`src/rtl/fifo_stream_reader_pkg.sv`:
```
// Shared types for the FIFO-to-stream reader.
//   rd_state_e : occupancy of the two-entry output buffer (EMPTY / ONE / TWO).
package fifo_stream_reader_pkg;

  typedef enum logic [1:0] {
    EMPTY = 2'd0,
    ONE   = 2'd1,
    TWO   = 2'd2
  } rd_state_e;

endpackage

```
`src/rtl/fifo_stream_reader.sv`:
```
// Drains a push/pop FIFO from its pop side and presents the head elements as a
// valid/ready stream through a two-entry registered buffer (head + skid).
// Pops depend only on registered occupancy and FIFO flags, so there is no
// combinational path from ready_i to fifo_pop_o, nor from fifo_data_i to data_o.
//
// Ports:
//   clk_i        : clock, rising edge
//   rst_i        : synchronous active-high reset (priority over flush_i)
//   flush_i      : drop buffered elements (also flushes the upstream FIFO)
//   fifo_empty_i : upstream FIFO empty flag
//   fifo_data_i  : upstream FIFO head element, valid while !fifo_empty_i
//   fifo_pop_o   : pop request to the upstream FIFO
//   valid_o      : stream valid
//   ready_i      : stream ready
//   data_o       : stream data
//   busy_o       : buffer holds at least one element
//   pop_cnt_o    : wrapping count of elements popped since reset
module fifo_stream_reader
  import fifo_stream_reader_pkg::*;
#(
  parameter int unsigned DATA_WIDTH = 32,
  parameter type         dtype      = logic [DATA_WIDTH-1:0],
  parameter int unsigned CNT_WIDTH  = 16
) (
  input  logic                 clk_i,
  input  logic                 rst_i,
  input  logic                 flush_i,
  input  logic                 fifo_empty_i,
  input  dtype                 fifo_data_i,
  output logic                 fifo_pop_o,
  output logic                 valid_o,
  input  logic                 ready_i,
  output dtype                 data_o,
  output logic                 busy_o,
  output logic [CNT_WIDTH-1:0] pop_cnt_o
);

  rd_state_e            state_q, state_d;
  dtype                 head_q, head_d;
  dtype                 skid_q, skid_d;
  logic [CNT_WIDTH-1:0] cnt_q, cnt_d;
  logic                 hs;

  // State register
  always_ff @(posedge clk_i) begin
    if (rst_i) begin
      state_q <= EMPTY;
      head_q  <= '0;
      skid_q  <= '0;
      cnt_q   <= '0;
    end else begin
      state_q <= state_d;
      head_q  <= head_d;
      skid_q  <= skid_d;
      cnt_q   <= cnt_d;
    end
  end

  // Next-state and buffer datapath
  always_comb begin
    state_d = state_q;
    head_d  = head_q;
    skid_d  = skid_q;
    cnt_d   = fifo_pop_o ? cnt_q + CNT_WIDTH'(1) : cnt_q;
    if (flush_i) begin
      // Register contents are left as-is; only occupancy is cleared.
      state_d = EMPTY;
    end else begin
      unique case (state_q)
        EMPTY: begin
          if (fifo_pop_o) begin
            head_d  = fifo_data_i;
            state_d = ONE;
          end
        end
        ONE: begin
          if (fifo_pop_o && hs) begin
            head_d = fifo_data_i;
          end else if (fifo_pop_o) begin
            skid_d  = fifo_data_i;
            state_d = TWO;
          end else if (hs) begin
            state_d = EMPTY;
          end
        end
        TWO: begin
          // No pop can occur here, so the skid entry simply moves up.
          if (hs) begin
            head_d  = skid_q;
            state_d = ONE;
          end
        end
        default: state_d = EMPTY;
      endcase
    end
  end

  // Outputs: registered-state decodes plus FIFO/flush/reset gating only
  always_comb begin
    valid_o    = (state_q != EMPTY);
    busy_o     = valid_o;
    data_o     = head_q;
    pop_cnt_o  = cnt_q;
    hs         = valid_o && ready_i;
    fifo_pop_o = !rst_i && !fifo_empty_i && !flush_i && (state_q != TWO);
  end

endmodule

```
`config.mk`:
```
export PLATFORM = sky130hd
export DESIGN_NAME = fifo_stream_reader
export DESIGN_NICKNAME = d
export VERILOG_FILES = /design/src/rtl/fifo_stream_reader_pkg.sv /design/src/rtl/fifo_stream_reader.sv
export SDC_FILE = /design/constraint.sdc
export NUM_CORES = 1
export LEC_CHECK = 0
export ABC_AREA = 1
export CAP_MARGIN = 20
export CORE_MARGIN = 2
export CORE_UTILIZATION = 45
export CTS_CLUSTER_SIZE = 28
export DETAILED_ROUTE_END_ITERATION = 10
export GPL_ROUTABILITY_DRIVEN = 0
export PLACE_DENSITY = 0.74
export SYNTH_ARGS = -nofsm -noshare
export SYNTH_HDL_FRONTEND = slang
export SYNTH_SLANG_ARGS = --single-unit
```
`constraint.sdc`:
```
create_clock -name clk_i -period 1.5 [get_ports clk_i]
set_input_delay 0.15 -clock clk_i [delete_from_list [all_inputs] [get_ports clk_i]]
set_output_delay 0.15 -clock clk_i [all_outputs]
set_load 0.05 [all_outputs]
```
### After elaboration in Yosys (flattened, before gate mapping)

Cells that the tools add are included.

| operators by class | value |
|---|---|
| $add $sub $neg | 1 |
| equality and inequality tests | 8 |
| multiplexer cells | 10 |
| bitwise logic cells | 2 |
| reductions and logical operators | 15 |

Operator list:

| kind | number |
|---|---|
| two-way mux 32 bit | 3 |
| case mux 32 bit (3 select lines) | 1 |
| adder 16 x 1 -> 16 bit, second input constant | 1 |
| two-way mux 2 bit | 5 |
| != test 2 bit, second input constant | 5 |
| AND reduction 4 bit | 2 |
| case mux 2 bit (3 select lines) | 1 |
| logical AND 1 bit | 5 |
| AND reduction 5 bit | 1 |
| zero test 1 bit | 3 |
| != test 3 bit, second input constant | 1 |
| nonzero test 3 bit | 1 |
| equality test 2 x 1 -> 1 bit, second input constant | 1 |
| equality test 2 bit, second input constant | 1 |
| zero test 2 bit | 1 |
| NOT 1 bit | 2 |
| nonzero test 2 bit | 1 |
| OR reduction 2 bit | 1 |

| storage, ports and cells | value |
|---|---|
| bits in registers | 82 |
| input bits | 37 |
| output and inout bits | 51 |
| logic and storage cells | 40 |

### Depth between registers and ports, before layout

Gate-level depths: netlist of the first run.

| logic depth | value |
|---|---|
| depth after elaboration | 7 |
| gate-level depth with buffers | 10 |
| depth with buffers taken out | 9 |

### Worst setup path before layout of the first run

Ideal clock, no wire load.

| timing path | value |
|---|---|
| path type | register -> register |
| start | register cnt_q[1] (netlist: pop_cnt_o[1]) |
| end | register cnt_q[10] (netlist: pop_cnt_o[10]) |
| library setup time | 118 ps |
| arrival | 1674 ps |
| required time | 1382 ps |
| slack | -292 ps |
| stages on the path, launching flop included | 9 |
| path buffers | 0 |
| period minus slack after synthesis | 1792 ps |
| cells stage by stage | dfxtp_1 ha_1 nand2_1 nor2_1 nand2_1 nor2_4 nand3_1 nor3_1 nor2_1 |

| between the ends | value |
|---|---|
| longest elaborated chain between the ends | 1 |

Ends and longest elaborated chain:

| item | RTL line | source |
|---|---|---|
| start, declared | fifo_stream_reader.sv:41 | `logic [CNT_WIDTH-1:0] cnt_q, cnt_d;` |
| start signal, assigned | fifo_stream_reader.sv:55 | `cnt_q <= cnt_d;` |
| adder 16 x 1 -> 16 bit | fifo_stream_reader.sv:64 | `cnt_d = fifo_pop_o ? cnt_q + CNT_WIDTH'(1) : cnt_q;` |

No other way between the ends.
A chain may end at the register's enable or synchronous reset.

### Worst setup path in the final report of the first run

| timing path | value |
|---|---|
| start | register state_q[0] |
| end | register head_q, in the netlist data_o[6] |

| between the ends | value |
|---|---|
| longest elaborated chain between the ends | 5 |
| elaborated cells between the ends (all ways) | 14 |
| those cells by class | 6 x eq/ne; 1 x mux; 7 x reduce/logical |

Ends and longest elaborated chain:

| item | RTL line | source |
|---|---|---|
| start, declared | fifo_stream_reader.sv:38 | `rd_state_e state_q, state_d;` |
| start signal, assigned | fifo_stream_reader.sv:52 | `state_q <= state_d;` |
| != test 2 bit or nonzero test 2 bit (tied branches) | fifo_stream_reader.sv:105, fifo_stream_reader.sv:100 |  |
| logical AND 1 bit (on tied branches) | fifo_stream_reader.sv:105, fifo_stream_reader.sv:104 |  |
| logical AND 1 bit | fifo_stream_reader.sv:77 | `if (fifo_pop_o && hs) begin` |
| != test 2 bit (no line) | - |  |
| AND reduction 5 bit (no line) | - |  |
| end signal, assigned | fifo_stream_reader.sv:48 | `head_q <= '0;` |
| end signal, assigned | fifo_stream_reader.sv:53 | `head_q <= head_d;` |
| end, declared | fifo_stream_reader.sv:39 | `dtype head_q, head_d;` |

Several ways; a longest one is shown, not always the timed one.

==> run summary, run 1 <==
The final layout contains 671 nets. The core region is 0.00809 sq mm. For this run, global-route usage on met3 was measured as 4.63%. The H-tree generated during clock tree synthesis spans 3 levels. The path with the worst hold slack has its endpoint at state_q[1].

Entering global routing, the biggest net connects 41 pins. The startpoint of the most critical hold path was rst_i. The setup check on the worst reg-to-reg path leaves a slack of 0.06 ns. Yosys printed 0 warnings. The number of design-rule violations left by the first detailed-router iteration is 191, and the initial core utilization is 45.8%.

The global routing stage identified its most utilized layer as met2. The number of clock buffers inserted by TritonCTS was 9; the remaining global-route overflow was 0. The count of placed standard cells including taps was 722; the wire length per cell was 12.9 microns. For this block, the routed nets add up to 9.60 mm of wire. In this run the biggest area consumer among cell types represents 44.3% of the synthesized area. The floorplan die height was 94.7 microns. Count of mapped cells out of synthesis: 538.

The worst register-to-register path has a depth of 9. Post-cts hold buffer count: 0. End of the worst register-to-register path: data_o[6].

The critical setup path kind is reg2reg. The dominant cell type by area after synthesis is dfxtp_1. The tool flagged a number of max-cap violations equal to 0. The kind of end point of the critical path was a flop. The sequential element share of the synthesized area was 44.3%; the die area was 0.00897 sq mm.

The total power per unit cell area works out to 895 mW/mm^2. The run gives 0 as the number of antenna cells inserted. In this run the worst hold path is classified as in2reg. Summed over all cells, the static leakage comes to 2.06 nW.

Of the cells placed in the final design, the portion with a size suffix greater than 1 is 20.1%. Setup repair after global routing could not meet its margin everywhere. TritonCTS built the clock tree. The final critical path time including I/O delays and setup works out to 1.44 ns. The flow ran to the end, and the final reports show no timing, DRC or antenna violations. Data on the critical path arrives at its endpoint at 1.66 ns. Static timing analysis puts the maximum clock frequency at 697 MHz. The logs give 29.5% for the met1 layer usage reported by global route and 71.4% for the worst relative slew slack.

The tools report the number of nets in the synthesized netlist as 576. For the worst voltage drop across the vdd grid, the log shows 0.000549 V. After layout, the worst path uses 95.7% of the clock period. The worst setup path is launched from a flop. The tools report the required time reported for the critical path endpoint as 1.73 ns. For the clock skew, the log shows 0.0135 ns.

The run gives 0.36 ns as the clock latency reported for the late side of the worst-skew pair. Horizontal extent of the die: 94.7 microns. For the final instance count without filler cells, the log shows 743.

Slowest cell on the critical path: dfxtp_4. The first global-routing pass estimated 16.0 mm of wire. The number of cells traversed by the worst hold path is 5, and the number of slew-limit violations in the final report is 0. The area of the mapped netlist came out at 0.00370 sq mm. The synthesized flop and latch total came out at 82. The cell sitting at the root of the clock tree is a clkbuf_8. The buffer depth of the longest clock path was 2. Traced cell by cell, the critical path runs through inv_6 -> nand2_4 -> nand3_4 -> buf_4 -> o21ai_4 -> nand2_2 -> buf_12 -> nand2_1 -> a21oi_1.

The hold violation count in the final report came out at 0. After clock tree synthesis, the clock-pin slew on the worst setup and hold paths is 0.08 ns. The tools report the number of global-route vias before repair as 3529.

The longest individual stage delay on the worst path works out to 0.38 ns. Once placement finished, the instance area stood at 0.00472 sq mm. The count of vias placed by the detailed router was 3752; the global-route met2 utilization was 37.7%. The first-pass iteration count of the detailed router is 4, and the via density per instance is 5.05. The total clock sinks is 82.

The DRC violations left came out at 0. The launching point of the worst reg2reg path is state_q[0]. The detailed placer's ending HPWL is 6.60 mm, and the number of antenna violations at the first check in global routing is 0.

Count of distinct cell types in the synthesized netlist: 26. For the pin with the worst max-slew slack, the measured transition is 0.428 ns. Global routing consumed, over all layers together, 22.6% of the routing resources. In this run the tool buffered the top-level ports with 87 buffer cells.

After routing the design area is 0.00503 sq mm. The detail route stage leaves a number of antenna-violating nets equal to 0. Setup violations remaining at the end of the flow were counted as 0.

After filler insertion, the fill cell instance count of the layout stands at 766. The maximum fanout count along the critical path works out to 32. Sorting the synthesized cells by area gives the leading types as dfxtp_1 44%, nand2_1 13%, nand3_1 9.5%, nor2_1 9.1%, a21oi_1 5.8%. For this design the top-level I/O count stands at 88.

The layout-stage area growth over the synthesis result is 35.7%. A synthesized cell averages 6.88 sq um. In this run the core area contains 33 standard-cell rows.
final cells by class:
cell class | count | area (sq um) | area share, %
flip-flops and latches | 82 | 1660 | 33.0
inverters | 29 | 119 | 2.36
well taps | 105 | 131 | 2.61
clock buffers | 9 | 124 | 2.46
multi-input cells | 392 | 1810 | 35.9
clock inverters | 7 | 78.8 | 1.57
repair buffers | 119 | 1110 | 22.0
metal layers:
layer,vias up,wire [microns]
met3,7,603
met4,0,84
met5,-,0
met2,114,4600
li1,1933,-
met1,1698,4310
repair_timing:
action,in CTS,in global routing
gates resized for setup,5,18
setup endpoints to repair,6,39
setup buffers,2,3
pin swaps,0,3
synth_stat cells (all sizes together):
cell,number
nand2,129
a21boi,1
ha,1
nor2,92
dfxtp,82
clkbuf,20
o21ai,40
clkinv,1
nor3,8
nand4,4
nand3b,1
a21oi,43
a211oi,1
inv,28
buf,15
nand3,71
xnor2,1
where the power goes:
part	internal, mW	switching (mW)	total (mW)
registers	2.21	0.0283	2.24
clock network	0.780	0.850	1.63
logic	0.256	0.370	0.626
total	3.25	1.25	4.50
registers in the layout, indices dropped and copies added, names as in the netlist:
| signal | flops |
|---|---|
| data_o | 32 |
| skid_q | 32 |
| pop_cnt_o | 16 |
| state_q | 2 |
critical path, delay by kind of cell, from the launching register on:
| family | cells | cell delay [ns] |
|---|---|---|
| flip-flops | 1 | 0.38 |
| AO/OA/AOI/OAI | 2 | 0.24 |
| AND/OR/NAND/NOR | 4 | 0.31 |
| buffers and inverters | 3 | 0.37 |
worst max-delay path by stage:
stage                            start       endpoint  slack, ns  cells past startpoint
after floorplan           pop_cnt_o[4]  pop_cnt_o[10]     -0.004                      7
after CTS                   state_q[0]     fifo_pop_o      0.005                      6
after global routing        state_q[0]      data_o[6]      -0.03                      9
after global placement         flush_i      skid_q[3]      -0.23                      8
final                       state_q[0]      data_o[6]       0.06                      9
after detailed placement       flush_i     data_o[13]      -0.28                     10
kinds of logic (layout without fill, tap and decap cells):
kind of cell / count (synthesis) / in the layout / synth area share (%)
buf+inv: 64 / 164 / 7.87
fa+ha+maj: 1 / 1 / 0.338
compound gates: 85 / 85 / 11.9
xor+xnor: 1 / 1 / 0.237
flops: 82 / 82 / 44.3
simple gates: 305 / 305 / 35.3
metrics by stage:
stage | total power, mW | utilization (%) | hold WS (ns) | setup WS, ns | setup TNS (ns)
floorplan | 2.64 | - | 0.313 | -0.00376 | -0.00376
global placement | 2.89 | 58.3 | 0.448 | -0.229 | -15.00
detailed placement | 2.90 | 58.3 | 0.454 | -0.280 | -18.86
CTS | 4.51 | 61.2 | 0.271 | 0.00497 | 0
global route | 4.67 | 62.1 | 0.255 | -0.0256 | -0.240
finish | 4.50 | 62.1 | 0.280 | 0.0643 | 0
layout by cell type (no fill, tap or decap), types with 3 or more instances in the layout:
master / count
nand2_1: 124
nor2_1: 88
dfxtp_1: 75
buf_4: 71
nand3_1: 69
a21oi_1: 42
o21ai_0: 36
clkdlybuf4s50_1: 35
inv_1: 25
clkbuf_8: 9
buf_12: 9
nor3_1: 7
nand2_2: 4
dfxtp_4: 4
clkinv_4: 3
nand4_1: 3
clkinvlp_4: 3
dfxtp_2: 3
Power figures use the tool's default switching activity.
==> run 2, diff against run 1 <==
--- a/config.mk
+++ b/config.mk
@@ -13,6 +13,7 @@
 export DETAILED_ROUTE_END_ITERATION = 10
 export GPL_ROUTABILITY_DRIVEN = 0
 export PLACE_DENSITY = 0.74
+export SLEW_MARGIN = 25
 export SYNTH_ARGS = -nofsm -noshare
 export SYNTH_HDL_FRONTEND = slang
 export SYNTH_SLANG_ARGS = --single-unit
==> results of run 2 <==
Same layout as run 1: the final DEF is identical, and so are final timing and power.
==> run 3, diff against run 2 <==
--- a/config.mk
+++ b/config.mk
@@ -5,10 +5,9 @@
 export SDC_FILE = /design/constraint.sdc
 export NUM_CORES = 1
 export LEC_CHECK = 0
-export ABC_AREA = 1
 export CAP_MARGIN = 20
 export CORE_MARGIN = 2
-export CORE_UTILIZATION = 45
+export CORE_UTILIZATION = 44
 export CTS_CLUSTER_SIZE = 28
 export DETAILED_ROUTE_END_ITERATION = 10
 export GPL_ROUTABILITY_DRIVEN = 0
==> run 3 against run 2 <==
Net effect: the run now ends with negative setup slack left; setup slack worse by 0.30 ns; area after synthesis is 7.4% lower; wire length rose by 2.0%; flip-flop and latch count did not move; first-iteration DRC count decreased by 32%; design area increased by 5.8%; hold slack got worse by 0.13 ns; core utilization increased by 7.4 points.
==> run summary, run 3 <==
The number of buffer cells added on primary ports came out at 87 (unchanged). Longest individual stage delay on the worst path: 0.54 ns (was 0.38 ns). The met2 wire length was 4.88 mm (was 4.60 mm); the number of design-rule violations left by the first detailed-router iteration was 130 (was 191). The number of slew-limit violations in the final report is 0 (unchanged), and the buffer depth of the longest clock path is 2 (unchanged). The final critical path time including I/O delays and setup works out to 1.73 ns (was 1.44 ns).

The tools report the kind of end point of the critical path as a flop (unchanged). Wire length of the first global-routing pass: 13.6 mm (was 16.0 mm). Ranking of synthesized cells by instance count: 134 x nand2_1, 82 x dfxtp_1, 44 x a21oi_1 (was 128 x nand2_1, 90 x nor2_1, 82 x dfxtp_1).

For the maximum frequency from static timing analysis, the log shows 578 MHz (was 697 MHz). The slowest cell on the critical path was or4_4 (was dfxtp_4). The tools report the warning count from the yosys run as 0 (unchanged). The pin slew with the least headroom to its limit is 0.569 ns (was 0.428 ns). The count of distinct cell types in the synthesized netlist came out at 36 (was 26). The layout-stage area growth over the synthesis result is 55.1% (was 35.7%), and the required time reported for the critical path endpoint is 1.75 ns (was 1.73 ns). The total clock sinks was 82 (unchanged).

The fraction of final layout cells sized beyond drive strength 1 came out at 36.4% (was 20.1%). Count of standard-cell rows: 32 (was 33). The clock latency reported for the late side of the worst-skew pair is 0.36 ns (about the same). The dominant cell type by area after synthesis was dfxtp_1 (unchanged). The number of cell instances on the worst register-to-register path is 6 (was 9), and the via density per instance is 5.38 (was 5.05). The worst hold endpoint was state_q[1] (unchanged).

The tools report the internal reg-to-reg setup slack as -0.23 ns (was 0.06 ns). End of the worst register-to-register path: data_o[6] (unchanged). The DRC violations left was 0 (unchanged); the number of levels the H-tree was split into was 3 (unchanged). Max-cap violation count: 0 (unchanged). Setup repair after global routing could not meet its margin everywhere. The tools report the number of nets in the synthesized netlist as 466 (was 576).

The wire length per cell came out at 15.0 microns (was 12.9 microns). Number of endpoints failing setup at the final stage: 72 (was 0). The tools report the startpoint class of the critical path as a flop (unchanged). For the number of antenna violations at the first check in global routing, the log shows 0 (unchanged). The async set or reset register ratio after synthesis came out at 0% (unchanged).

Cell types with the largest area share after synthesis: dfxtp_1 48%, nand2_1 15%, o21a_1 7.0%, a21oi_1 6.4%, a31oi_1 5.8% (was dfxtp_1 44%, nand2_1 13%, nand3_1 9.5%, nor2_1 9.1%, a21oi_1 5.8%). The clock-pin slew on the worst setup and hold paths is 0.08 ns (about the same), and the leakage dissipation is 2.07 nW (was 2.06 nW). The synthesized flop and latch total is 82 (unchanged), and the die area is 0.00851 sq mm (was 0.00897 sq mm). Dominant synthesized flop cell: dfxtp_1 (unchanged). The flow ran to the end, but the final reports show violations.

Most common library cell in the layout ignoring fill and taps: nand2_1 (unchanged). Type of the worst min-delay path: in2reg (unchanged). For the number of global-route vias before repair, the log shows 2906 (was 3529). The clock skew was 0.00625 ns (was 0.0135 ns); the path length in cells of the critical path was 6 (was 9). The count of vias placed by the detailed router came out at 3511 (was 3752). The run gives -8.21 ns (was 0 ns) as the total negative setup slack. The count of mapped cells out of synthesis was 428 (was 538); the detailed placer's ending HPWL was 5.60 mm (was 6.60 mm).

The largest delay contributor family on the critical path is simple AND/OR/NAND/NOR gates (was flip-flops). The number of cells traversed by the worst hold path was 3 (was 5); the largest net degree at the start of global routing was 57 (was 41). The checks that failed: negative setup slack. Launching point of the worst reg2reg path: state_q[0] (unchanged). The post-place instance area was 0.00458 sq mm (was 0.00472 sq mm).

The post-layout worst setup margin is -0.231 ns (was 0.0643 ns). The portion of the clock cycle consumed by the worst path in the final layout came out at 115% (was 95.7%). The worst relative slew slack is 62.1% (was 71.4%), and the share of the synthesized area in the top cell type is 47.9% (was 44.3%).

The critical setup path kind is reg2reg (unchanged). The synthesized area divided by synthesized cell count came out at 8.01 sq um (was 6.88 sq um). TritonCTS built the clock tree.

The count of flip-flops with a built-in enable after synthesis is 0 (unchanged). The tools report the cell at the root of the clock tree as clkbuf_8 (unchanged). For the worst voltage drop across the vdd grid, the log shows 0.000433 V (was 0.000549 V). The startpoint of the most critical hold path is rst_i (unchanged).

Top routing layer in use: met4 (unchanged). The run gives 1.98 ns (was 1.66 ns) as the signal arrival time at the worst endpoint. Chain of cells forming the critical path: or4_4 -> a31oi_4 -> buf_6 -> buf_12 -> a31oi_1 -> o21a_1 (was inv_6 -> nand2_4 -> nand3_4 -> buf_4 -> o21ai_4 -> nand2_2 -> buf_12 -> nand2_1 -> a21oi_1). The maximum fanout count along the critical path works out to 8 (was 32). Floorplan die height: 92.3 microns (was 94.7 microns). The sequential element share of the synthesized area was 47.9% (was 44.3%); the hold violation count in the final report was 0 (unchanged). The count of antenna-violating nets left after detailed routing is 0 (unchanged). The first-pass iteration count of the detailed router was 5 (was 4). The most used standard cell by instance count after synthesis is nand2_1 (unchanged). For the remaining global-route overflow, the log shows 0 (unchanged). Most frequent cells in the layout: 104 x nand2_1, 84 x buf_4, 67 x dfxtp_1 (was 124 x nand2_1, 88 x nor2_1, 75 x dfxtp_1).

The area of the mapped netlist was 0.00343 sq mm (was 0.00370 sq mm); the critical path buffer and inverter count was 2 (was 3). The area of all placed cells without fillers was 0.00532 sq mm (was 0.00503 sq mm); the post-layout net count was 584 (was 671). Number of antenna cells inserted: 0 (unchanged). The total core area came out at 0.00765 sq mm (was 0.00809 sq mm). The tools report the initial core utilization as 44.8% (was 45.8%).

The met1 routed wirelength after detailed routing is 4.17 mm (was 4.31 mm), and the number of clock buffers inserted by TritonCTS is 9 (unchanged). The total power per unit cell area was 873 mW/mm^2 (was 895 mW/mm^2); the routed length on met3 was 574 microns (was 603 microns). The horizontal extent of the die works out to 92.3 microns (was 94.7 microns). The tools report the total routing resource utilization after global routing as 19.9% (was 22.6%). Top-level port count: 88 (unchanged). The wire length after detailed routing was 9.79 mm (was 9.60 mm).
run 3: cell count changes after synthesis, moves of 22 or more:
cell / delta
nor2_1: -83
a31oi_1: +32
inv_1: -22
nand3_1: -65
o21ai_0: -32
o21a_1: +32
run 3: tightest hold or removal path, stage by stage:
cell    delay, ns
buf_2        0.16
buf_4        0.13
nor4_1       0.04
run 3: report_power, final:
part	leakage (nW)	switching (mW)	internal [mW]
Clock	0.100	0.813	0.737
Sequential	0.675	0.0379	2.24
Combinational	1.29	0.461	0.357
run 3: layout make-up:
cell class,count,area (sq um)
fillers,605,2330
multi-input cells,309,1950
flip-flops and latches,82,1670
repair buffers,141,1370
clock buffers,11,163
well taps,102,128
clock inverters,4,23.8
inverters,3,11.3
run 3: worst max path at each step:
| stage | start | endpoint | slack [ns] |
|---|---|---|---|
| after floorplan | state_q[1] | data_o[18] | -0.18 |
| after global placement | fifo_empty_i | pop_cnt_o[15] | -0.65 |
| after detailed placement | fifo_empty_i | pop_cnt_o[11] | -0.72 |
| after CTS | state_q[1] | data_o[6] | -0.20 |
| after global routing | state_q[0] | data_o[6] | -0.29 |
| final | state_q[0] | data_o[6] | -0.23 |
run 3: logic make-up after synthesis:
kind of cell | Yosys count | synth area share (%)
xor+xnor | 5 | 1.28
flops | 82 | 47.9
buf+inv | 37 | 4.63
fa+ha+maj | 1 | 0.365
mux | 2 | 0.620
simple gates | 181 | 23.3
compound gates | 120 | 21.9
run 3: metrics by stage:
step                utilization [%]  setup slack (ns)  power, mW  cells  hold slack, ns
floorplan                         -            -0.176       2.75    428           0.227
CTS                            63.0            -0.201       4.58    637           0.131
finish                         69.5            -0.231       4.64    652           0.149
global route                   69.5            -0.295       4.83    652           0.152
detailed placement             59.8            -0.721       3.05    619           0.449
global placement               59.8            -0.654       3.04    619           0.441
run 3: layer usage:
metal | track usage, % | vias to the layer above
met2 | 32.0 | 121
met3 | 5.09 | 14
met4 | 6.97 | 0
met1 | 26.0 | 1662
met5 | 0 | -
li1 | - | 1714
run 3: what timing repair did:
| action | in CTS | in global routing |
|---|---|---|
| setup endpoints to repair | 79 | 78 |
| cloned | 0 | 9 |
| hold buffers | 0 | 0 |
| buffers inserted | 3 | 6 |
| pin swaps | 1 | 7 |
| gates resized for setup | 11 | 73 |
